<file path="src/rtl/booth_r4_pkg.sv">
// Shared types and sizing helpers for the sequential radix-4 Booth multiplier.
package booth_r4_pkg;

    typedef enum logic [1:0] {
        IDLE = 2'd0,
        CALC = 2'd1,
        DONE = 2'd2
    } state_t;

    // One recoded Booth digit: value = zero ? 0 : (neg ? -1 : +1) * (two ? 2M : M)
    typedef struct packed {
        logic zero;
        logic neg;
        logic two;
    } booth_digit_t;

    // Extended operand width: WIDTH+1 rounded up to even, so that an unsigned
    // operand gets a zero sign bit and the digit count comes out whole.
    function automatic int ew_f(input int width);
        return ((width + 2) / 2) * 2;
    endfunction

    // Number of radix-4 digits, one per CALC cycle.
    function automatic int iter_f(input int width);
        return ew_f(width) / 2;
    endfunction

endpackage

</file>
<file path="src/rtl/booth_r4_enc.sv">
// Radix-4 Booth recoder: overlapping multiplier triplet -> signed digit.
module booth_r4_enc
    import booth_r4_pkg::*;
(
    input  logic [2:0]   triplet,
    output booth_digit_t digit
);

    // Standard Booth table; 000 and 111 both recode to zero.
    always_comb begin
        digit = '{zero: 1'b1, neg: 1'b0, two: 1'b0};
        unique case (triplet)
            3'b000: digit = '{zero: 1'b1, neg: 1'b0, two: 1'b0};
            3'b001: digit = '{zero: 1'b0, neg: 1'b0, two: 1'b0};
            3'b010: digit = '{zero: 1'b0, neg: 1'b0, two: 1'b0};
            3'b011: digit = '{zero: 1'b0, neg: 1'b0, two: 1'b1};
            3'b100: digit = '{zero: 1'b0, neg: 1'b1, two: 1'b1};
            3'b101: digit = '{zero: 1'b0, neg: 1'b1, two: 1'b0};
            3'b110: digit = '{zero: 1'b0, neg: 1'b1, two: 1'b0};
            3'b111: digit = '{zero: 1'b1, neg: 1'b0, two: 1'b0};
            default: digit = '{zero: 1'b1, neg: 1'b0, two: 1'b0};
        endcase
    end

endmodule

</file>
<file path="src/rtl/booth_r4_mul_seq.sv">
// Sequential radix-4 Booth multiplier, one digit per clock, signed or unsigned
// per operation, valid/ready on both sides, synchronous abort.
//
// state | meaning
// IDLE  | waiting for an operation, in_ready high
// CALC  | retiring one Booth digit per cycle
// DONE  | product held with out_valid until consumed or aborted
//
// Optional build macro BOOTH_R4_MUL_ACC_EN adds an 'acc' input: when set with
// the operands, the result becomes last_delivered_product + a*b (mod 2^(2*WIDTH)).
module booth_r4_mul_seq
    import booth_r4_pkg::*;
#(
    parameter int WIDTH = 16
) (
    input  logic               clk,
    input  logic               rst_n,
    input  logic               in_valid,
    output logic               in_ready,
    input  logic [WIDTH-1:0]   a,
    input  logic [WIDTH-1:0]   b,
    input  logic               tc,
`ifdef BOOTH_R4_MUL_ACC_EN
    input  logic               acc,
`endif
    input  logic               abort,
    output logic               out_valid,
    input  logic               out_ready,
    output logic [2*WIDTH-1:0] product,
    output logic               busy
);

    localparam int EW   = ew_f(WIDTH);
    localparam int ITER = iter_f(WIDTH);
    localparam int AW   = 2 * EW + 2;
    localparam int PW   = 2 * WIDTH;
    localparam int CW   = (ITER > 1) ? $clog2(ITER) : 1;

    state_t             state, state_nxt;
    logic [EW-1:0]      ext_a, ext_b;
    logic [EW-1:0]      m_q;
    logic [EW:0]        mreg;
    logic [AW-1:0]      acc_q, acc_nxt;
    logic [CW-1:0]      cnt;
    logic               last_digit;
    booth_digit_t       digit;

    logic [EW+1:0]      m_wide, mag, term, sum_hi;
    logic [AW-1:0]      shifted;

`ifdef BOOTH_R4_MUL_ACC_EN
    logic               tc_q;
    logic               add_prev_q;
    logic [PW-1:0]      prev_q;
    logic [AW-1:0]      base_ext;
`endif

    assign ext_a      = {{(EW-WIDTH){tc & a[WIDTH-1]}}, a};
    assign ext_b      = {{(EW-WIDTH){tc & b[WIDTH-1]}}, b};
    assign last_digit = (cnt == CW'(ITER - 1));
    assign product    = acc_q[PW-1:0];

    booth_r4_enc u_enc (
        .triplet (mreg[2:0]),
        .digit   (digit)
    );

    // State register
    always_ff @(posedge clk or negedge rst_n) begin
        if (!rst_n) state <= IDLE;
        else        state <= state_nxt;
    end

    // Next-state logic; abort wins over out_ready
    always_comb begin
        state_nxt = state;
        unique case (state)
            IDLE: if (in_valid) state_nxt = CALC;
            CALC: begin
                if (abort)           state_nxt = IDLE;
                else if (last_digit) state_nxt = DONE;
            end
            DONE: begin
                if (abort)          state_nxt = IDLE;
                else if (out_ready) state_nxt = IDLE;
            end
            default: state_nxt = IDLE;
        endcase
    end

    // Handshake and status outputs decoded from state
    always_comb begin
        in_ready  = 1'b0;
        out_valid = 1'b0;
        busy      = 1'b1;
        unique case (state)
            IDLE:    begin in_ready = 1'b1; busy = 1'b0; end
            DONE:    out_valid = 1'b1;
            default: ;
        endcase
    end

`ifdef BOOTH_R4_MUL_ACC_EN
    // Previous product enters on the final digit rather than at load time:
    // anything placed in the accumulator up front would be shifted out.
    assign base_ext = add_prev_q ? {{(AW-PW){tc_q & prev_q[PW-1]}}, prev_q} : '0;
`endif

    // One digit step: add the selected multiple into the upper half, then shift right by 2
    always_comb begin
        m_wide  = {{2{m_q[EW-1]}}, m_q};
        mag     = digit.two ? {m_wide[EW:0], 1'b0} : m_wide;
        term    = digit.zero ? '0 : (digit.neg ? (~mag + (EW+2)'(1)) : mag);
        sum_hi  = acc_q[AW-1:EW] + term;
        shifted = {{2{sum_hi[EW+1]}}, sum_hi, acc_q[EW-1:2]};
        acc_nxt = shifted;
`ifdef BOOTH_R4_MUL_ACC_EN
        if (last_digit) acc_nxt = shifted + base_ext;
`endif
    end

    // Operand capture at the input handshake and per-digit datapath update
    always_ff @(posedge clk or negedge rst_n) begin
        if (!rst_n) begin
            m_q   <= '0;
            mreg  <= '0;
            acc_q <= '0;
            cnt   <= '0;
        end else if (state == IDLE && in_valid) begin
            m_q   <= ext_a;
            mreg  <= {ext_b, 1'b0};
            acc_q <= '0;
            cnt   <= '0;
        end else if (state == CALC && !abort) begin
            acc_q <= acc_nxt;
            mreg  <= {2'b00, mreg[EW:2]};
            cnt   <= cnt + 1'b1;
        end
    end

`ifdef BOOTH_R4_MUL_ACC_EN
    // Accumulate-mode bookkeeping: mode bits per operation, last delivered product
    always_ff @(posedge clk or negedge rst_n) begin
        if (!rst_n) begin
            tc_q       <= 1'b0;
            add_prev_q <= 1'b0;
            prev_q     <= '0;
        end else begin
            if (state == IDLE && in_valid) begin
                tc_q       <= tc;
                add_prev_q <= acc;
            end
            if (state == DONE && out_ready && !abort)
                prev_q <= acc_q[PW-1:0];
        end
    end
`endif

endmodule

</file>
<file path="config.mk">
export PLATFORM = sky130hd
export DESIGN_NAME = booth_r4_mul_seq
export DESIGN_NICKNAME = d
export VERILOG_FILES = /design/src/rtl/booth_r4_pkg.sv /design/src/rtl/booth_r4_enc.sv /design/src/rtl/booth_r4_mul_seq.sv
export SDC_FILE = /design/constraint.sdc
export NUM_CORES = 1
export LEC_CHECK = 0
export BUFFER_PORTS_ARGS = -buffer_cell sky130_fd_sc_hd__clkbuf_2
export CORE_MARGIN = 5
export CORE_UTILIZATION = 40
export DETAILED_ROUTE_END_ITERATION = 8
export GPL_TIMING_DRIVEN = 0
export PLACE_DENSITY_LB_ADDON = 0.12
export SLEW_MARGIN = 0
export SYNTH_ARGS = -nofsm -noshare
export SYNTH_HDL_FRONTEND = slang
export SYNTH_SLANG_ARGS = --single-unit
</file>
<file path="constraint.sdc">
create_clock -name clk -period 5.4 [get_ports clk]
set_input_delay 0.54 -clock clk [delete_from_list [all_inputs] [get_ports clk]]
set_output_delay 0.54 -clock clk [all_outputs]
set_load 0.01 [all_outputs]
</file>
==> Word level (Yosys, flattened, before mapping) <==
Memories as Yosys holds them, arrays and structs flattened.
Index checks and enable logic that the tools add are counted.
W data, S select, Z words.
{ "word_totals": {"register_bits": 80, "romBits": 24, "input_bits": 38, "elab_cells": 42, "mem_count": 1} }
{ "mem_list": {"columns": ["memory", "depth", "word_bits", "read_ports", "rd_ports_with_merged_regs", "write_ports", "line_no", "source"], "rows": [
  ["(name not given)", 8, 3, 1, 0, 0, "booth_r4_enc.sv:12", "unique case (triplet)"]
]} }
{ "op_classes": {"n_addsub": 3, "n_eq_ne": 6, "mux": 18, "n_bitwise": 3, "n_reduce_logical": 6} }
{ "ops": {"columns": ["operator", "n"], "rows": [
  ["$mux W38", 2],
  ["$mux W20", 2],
  ["$mux W19", 2],
  ["$add A20 B1 Y20 const B", 1],
  ["$add A20 B20 Y20", 1],
  ["$not A20 Y20", 1],
  ["$mux W17", 1],
  ["$mux W2", 5],
  ["$mux W4", 2],
  ["$ne A3 B3 Y1 const B", 2],
  ["$pmux W2 S3", 1],
  ["$add A4 B1 Y4 const B", 1],
  ["$eq A4 B4 Y1 const B", 1],
  ["$mux W1", 3],
  ["$reduce_and A3 Y1", 1],
  ["$and A1 B1 Y1", 2],
  ["$eq A2 B1 Y1 const B", 1],
  ["$eq A2 B2 Y1 const B", 1],
  ["$logic_and A1 B1 Y1", 2],
  ["$logic_not A2 Y1", 1],
  ["$ne A2 B2 Y1 const B", 1],
  ["$reduce_bool A2 Y1", 1],
  ["$logic_not A1 Y1", 1]
]} }

==> Depth between registers and ports, before layout <==
An unclocked memory read counts as a cell.
{ "logic_depth": {"depth_word": 9, "depth_mapped": 20} }

==> Cells and area by module <==
Synthesis repeated with hierarchy kept, for this count alone.
{ "unflattened": {"cells_unflattened": 624, "hier_area_um2": 5181.2} }
{ "modules_own_cells": {"columns": ["mod", "n_inst", "cells_each", "area_each_um2", "seq_area_each_um2"], "rows": [
  ["booth_r4_mul_seq", 1, 617, 5143.7, 1926.8],
  ["booth_r4_enc", 1, 7, 37.5, 0.0]
]} }

==> Worst setup path after synthesis <==
OpenSTA, ideal clock, no wires.
{ "synth_timing": {"path_type": "flip-flop to flip-flop", "startpoint": "reg mreg[1]", "endpoint": "reg acc_q[33]", "arrival_time_ps": 4314, "required_ps": 5278, "path_slack_ps": 965, "path_stages_with_launch": 21, "synth_period_minus_slack_ps": 4435, "path_cell_list": "dfrtp_1 -> buf_2 -> or3b_1 -> buf_2 -> nand2_1 -> mux2i_1 -> ha_1 -> nor2b_1 -> nand4_1 -> nand4b_4 -> nand3b_1 -> a21oi_1 -> a221o_1 -> ha_1 -> a211o_1 -> o211ai_1 -> a21oi_1 -> o311ai_1 -> a21oi_1 -> or3_1 -> a32o_1"} }
{ "synth_between": {"elab_chain_len": 9} }
{ "synth_lines": {"columns": ["item", "line_no", "source"], "rows": [
  ["start, declared", "booth_r4_mul_seq.sv:42", "logic [EW:0] mreg;"],
  ["start signal, assigned", "booth_r4_mul_seq.sv:131", "mreg <= {ext_b, 1'b0};"],
  ["start signal, assigned", "booth_r4_mul_seq.sv:136", "mreg <= {2'b00, mreg[EW:2]};"],
  ["$mem_v2 Z8 W3 (*)", null, null],
  ["$mux W17", "booth_r4_mul_seq.sv:112", "mag = digit.two ? {m_wide[EW:0], 1'b0} : m_wide;"],
  ["$not A20 Y20", "booth_r4_mul_seq.sv:113", "term = digit.zero ? '0 : (digit.neg ? (~mag + (EW+2)'(1)) : mag);"],
  ["$add A20 B1 Y20", "booth_r4_mul_seq.sv:113", null],
  ["$mux W20", "booth_r4_mul_seq.sv:113", null],
  ["$mux W20 (*)", "booth_r4_mul_seq.sv:113", null],
  ["$add A20 B20 Y20 (*)", "booth_r4_mul_seq.sv:114", "sum_hi = acc_q[AW-1:EW] + term;"],
  ["$mux W38 (*)", "booth_r4_mul_seq.sv:134", "end else if (state == CALC && !abort) begin"],
  ["$mux W38 (*)", "booth_r4_mul_seq.sv:129", "end else if (state == IDLE && in_valid) begin"],
  ["end signal, assigned", "booth_r4_mul_seq.sv:135", "acc_q <= acc_nxt;"],
  ["end, declared", "booth_r4_mul_seq.sv:43", "logic [AW-1:0] acc_q, acc_nxt;"]
]} }
Mark *: on every way between the ends. The rest lies on a longest branch, timed or not. The select of a mux whose other input is x is not followed.
A chain may end at the register's enable or synchronous reset.

==> Worst setup path after layout <==
{ "layout_timing": {"startpoint": "reg mreg[1]", "endpoint": "reg acc_q[36]"} }
The elaborated chain is that of the path after synthesis.

==> results.tsv <==
metric	value	unit
status	complete, no violations	
Synth Flop Type	dfrtp_1	
Initial Util	0.411	
hpwl dp	12800	µm
worst clock skew	0.00915	ns
Setup TNS Final	0	ns
part of the power in registers	0.254	
Initial DRC Count	391	
total iterations of the first detailed-routing run	5	
Clk pwr share	0.198	
clock latency on the worst-skew pair	0.35	ns
detailed-route wire length per cell	17.4	µm
synthesized area per cell	8.07	µm²
HP Class	input port to asynchronous set/reset pin	
nets	859	
Netlist cell types	72	
initial antenna violation count	0	
# clock sinks	77	
max-cap violations	0	
num rows	43	
syn nets	773	
chip width	130	µm
crit-path max FO	9	
Leak Pwr	0.00319	µW
DIE AREA	0.0169	mm²
largest net degree at the start of global routing	59	
chip height	130	µm
Int Pwr	1800	µW
Worst Setup End Kind	flop	
Fin Hold WS	0.116	ns
# DRC	0	
sw frac	0.441	
mapped cell area	0.00575	mm²
Async S/R FF share, synth	1.00	
sw power	1420	µW
grt ovf	0	
Worst Setup Start Kind	flop	
most frequent cell after synthesis	nand2_1	
layout cells sized above 1	0.194	
Ports	73	
first-pass GRT wire length	27900	µm
area leader, netlist	dfrtp_1	
GRT Total Usage	0.210	
synthesized instance count	712	
vias in the first global route	5373	
unrepaired setup endpoints after global routing	no	
GP Congestion	0.954	
CTS tree	built	
period utilization	0.950	
via/cell ratio	5.56	
fin crit period	5.13	ns
Most common cell on crit path	a21oi_1	
EDFF count, synth	0	
Worst-path clk slew	0.07	ns
worst slew pin tran	0.872	ns
max_slew headroom	0.415	
top-area cell type share of the netlist area	0.335	
worst path required time	5.68	ns
Slowest cell on crit path	or4_1	
Yosys warning total	0	
CP Data Arrival Time	5.41	ns
worst stage delay on the critical path	0.53	ns
WL final	17100	µm
peak supply drop	0.175	mV
crit path kind	flop to flop	
Antenna Nets Post-Route	0	
Final Max Tran Viols	0	
H-Tree Level Count	3	
Setup Viol. Count Final	0	
number of synthesized register bits	77	
sequential area share after synthesis	0.335	
buffers added on ports	72	
Max clock buf depth	2	
n_diodes	0	
Area Overhead vs Synth	16.4	%
crit-path cells	buf_2 -> or3b_1 -> buf_2 -> nand2_1 -> mux2i_1 -> ha_1 -> nor2b_1 -> nand4_1 -> nand4b_4 -> nand3b_1 -> a21oi_1 -> a221o_1 -> ha_1 -> a211o_1 -> o211ai_1 -> a21oi_1 -> o311ai_2 -> a21oi_1 -> or4_1 -> nand3_1	
total power	3220	µW
clk root buf	clkbuf_16	
Final Hold Fails	0	
power per cell area	481	mW/mm²
Comb pwr share	0.549	
fmax	195	MHz
top post-synthesis cells by area	dfrtp_1, nand2_1, ha_1, buf_4, a21oi_1	
synth cell count leaders	nand2_1, dfrtp_1, nor2_1	
Core Footprint	0.0140	mm²
Num CTS Buffers	9	
DR vias	5464	
-- sequential cells by signal (all words and copies together) (netlist names) --
register,flops
acc_q,36
cnt,4
m_q,17
mreg,18
state,2
-- logic make-up after synthesis --
kind of cell | count (synthesis) | synth area share
AOI/OAI and AO/OA | 192 | 0.228
xor gates and xnor gates | 30 | 0.0457
adders and majority gates | 23 | 0.0514
buffers and inverters | 94 | 0.0897
DFF | 77 | 0.335
muxes | 4 | 0.00719
and+or+nand+nor | 292 | 0.243
-- area by class of cell --
| cell class | instances | area [µm²] |
|---|---|---|
| plain buffers | 85 | 482 |
| clock buffers | 9 | 225 |
| clock inverters | 7 | 73.8 |
| fillers | 1446 | 7300 |
| inverters | 9 | 33.8 |
| multi-input cells | 541 | 3320 |
| flip-flops and latches | 77 | 1930 |
| well taps | 180 | 225 |
| repair buffers | 75 | 405 |
-- stage by stage --
step / cell area (µm²) / cells / util / worst slack [ns]
after floorplan: 5750 / 712 / - / 0.965
after detailed placement: 6360 / 965 / 0.455 / 0.202
after global routing: 6690 / 983 / 0.478 / 0.00479
after global placement: 6330 / 964 / 0.453 / 0.256
final: 6690 / 983 / 0.478 / 0.269
after CTS: 6660 / 981 / 0.476 / 0.164
-- power groups by stage --
stage | Combinational, µW | Clock (µW) | Sequential (µW)
6_report | 1760 | 635 | 817
5_1_grt | 1970 | 676 | 835
4_1_cts | 1750 | 651 | 816
3_5_place_dp | 1740 | 0 | 826
3_3_place_gp | 1700 | 0 | 822
2_1_floorplan | 1320 | 0 | 791
-- cell usage in the layout, fill, tap and decap left out, types with 5 or more instances in the layout --
| cell type | netlist | layout |
|---|---|---|
| clkbuf_16 | 0 | 9 |
| xnor2_1 | 13 | 13 |
| a21o_1 | 11 | 11 |
| dfrtp_1 | 77 | 77 |
| a211o_1 | 5 | 5 |
| nor2b_1 | 9 | 9 |
| buf_4 | 34 | 36 |
| nand3_1 | 10 | 10 |
| clkbuf_1 | 31 | 31 |
| clkbuf_2 | 0 | 71 |
| nand3b_1 | 7 | 7 |
| ha_1 | 22 | 22 |
| or3_1 | 7 | 7 |
| o21ai_0 | 40 | 40 |
| a31oi_1 | 17 | 17 |
| o211ai_1 | 8 | 8 |
| and2_1 | 6 | 6 |
| nand2_1 | 150 | 150 |
| o221ai_1 | 6 | 6 |
| a22o_1 | 6 | 6 |
| and3_1 | 7 | 7 |
| nor3_1 | 12 | 12 |
| inv_1 | 9 | 9 |
| nor2_1 | 46 | 46 |
| o21a_1 | 6 | 6 |
| buf_2 | 10 | 10 |
| xor2_1 | 17 | 17 |
| buf_1 | 7 | 7 |
| a21oi_1 | 45 | 45 |
| o21ai_1 | 6 | 6 |
| nor3b_1 | 5 | 5 |
-- layer usage --
layer | GRT usage | vias to the layer above | part of all wire
li1 | - | 2667 | -
met1 | 0.294 | 2611 | 0.48
met2 | 0.328 | 165 | 0.45
met3 | 0.0291 | 21 | 0.050
met4 | 0.0844 | 0 | 0.027
met5 | 0 | - | 0
-- critical path: cells and delay by family, from the launching register on --
kind | cells | cell delay, ns
buffers and inverters | 2 | 0.36
adder cells (fa/ha/maj) | 2 | 0.59
multiplexers | 1 | 0.23
AND/OR/NAND/NOR | 8 | 2.09
flip-flops | 1 | 0.36
AO/OA/AOI/OAI | 7 | 1.43
-- final timing paths --
check	slack [ns]	depth (start not counted)	startpoint	endpoint
max	0.27	20	mreg[1]	acc_q[36]
max in group asynchronous	4.68	2	rst_n	m_q[14]
min	0.12	1	rst_n	acc_q[24]
min in group clk	0.38	3	a[10]	m_q[10]
min reg2reg	0.50	2	mreg[14]	mreg[14]
max reg2reg	0.27	20	mreg[1]	acc_q[36]
-- what timing repair did --
| item | 4_1_cts | 5_1_grt |
|---|---|---|
| resized for setup | 0 | 2 |
| hold buffers | 0 | 0 |
| buffers inserted | 0 | 2 |
| endpoints found under the setup margin | 0 | 2 |
Note: power is estimated with default switching activity, not from simulation.
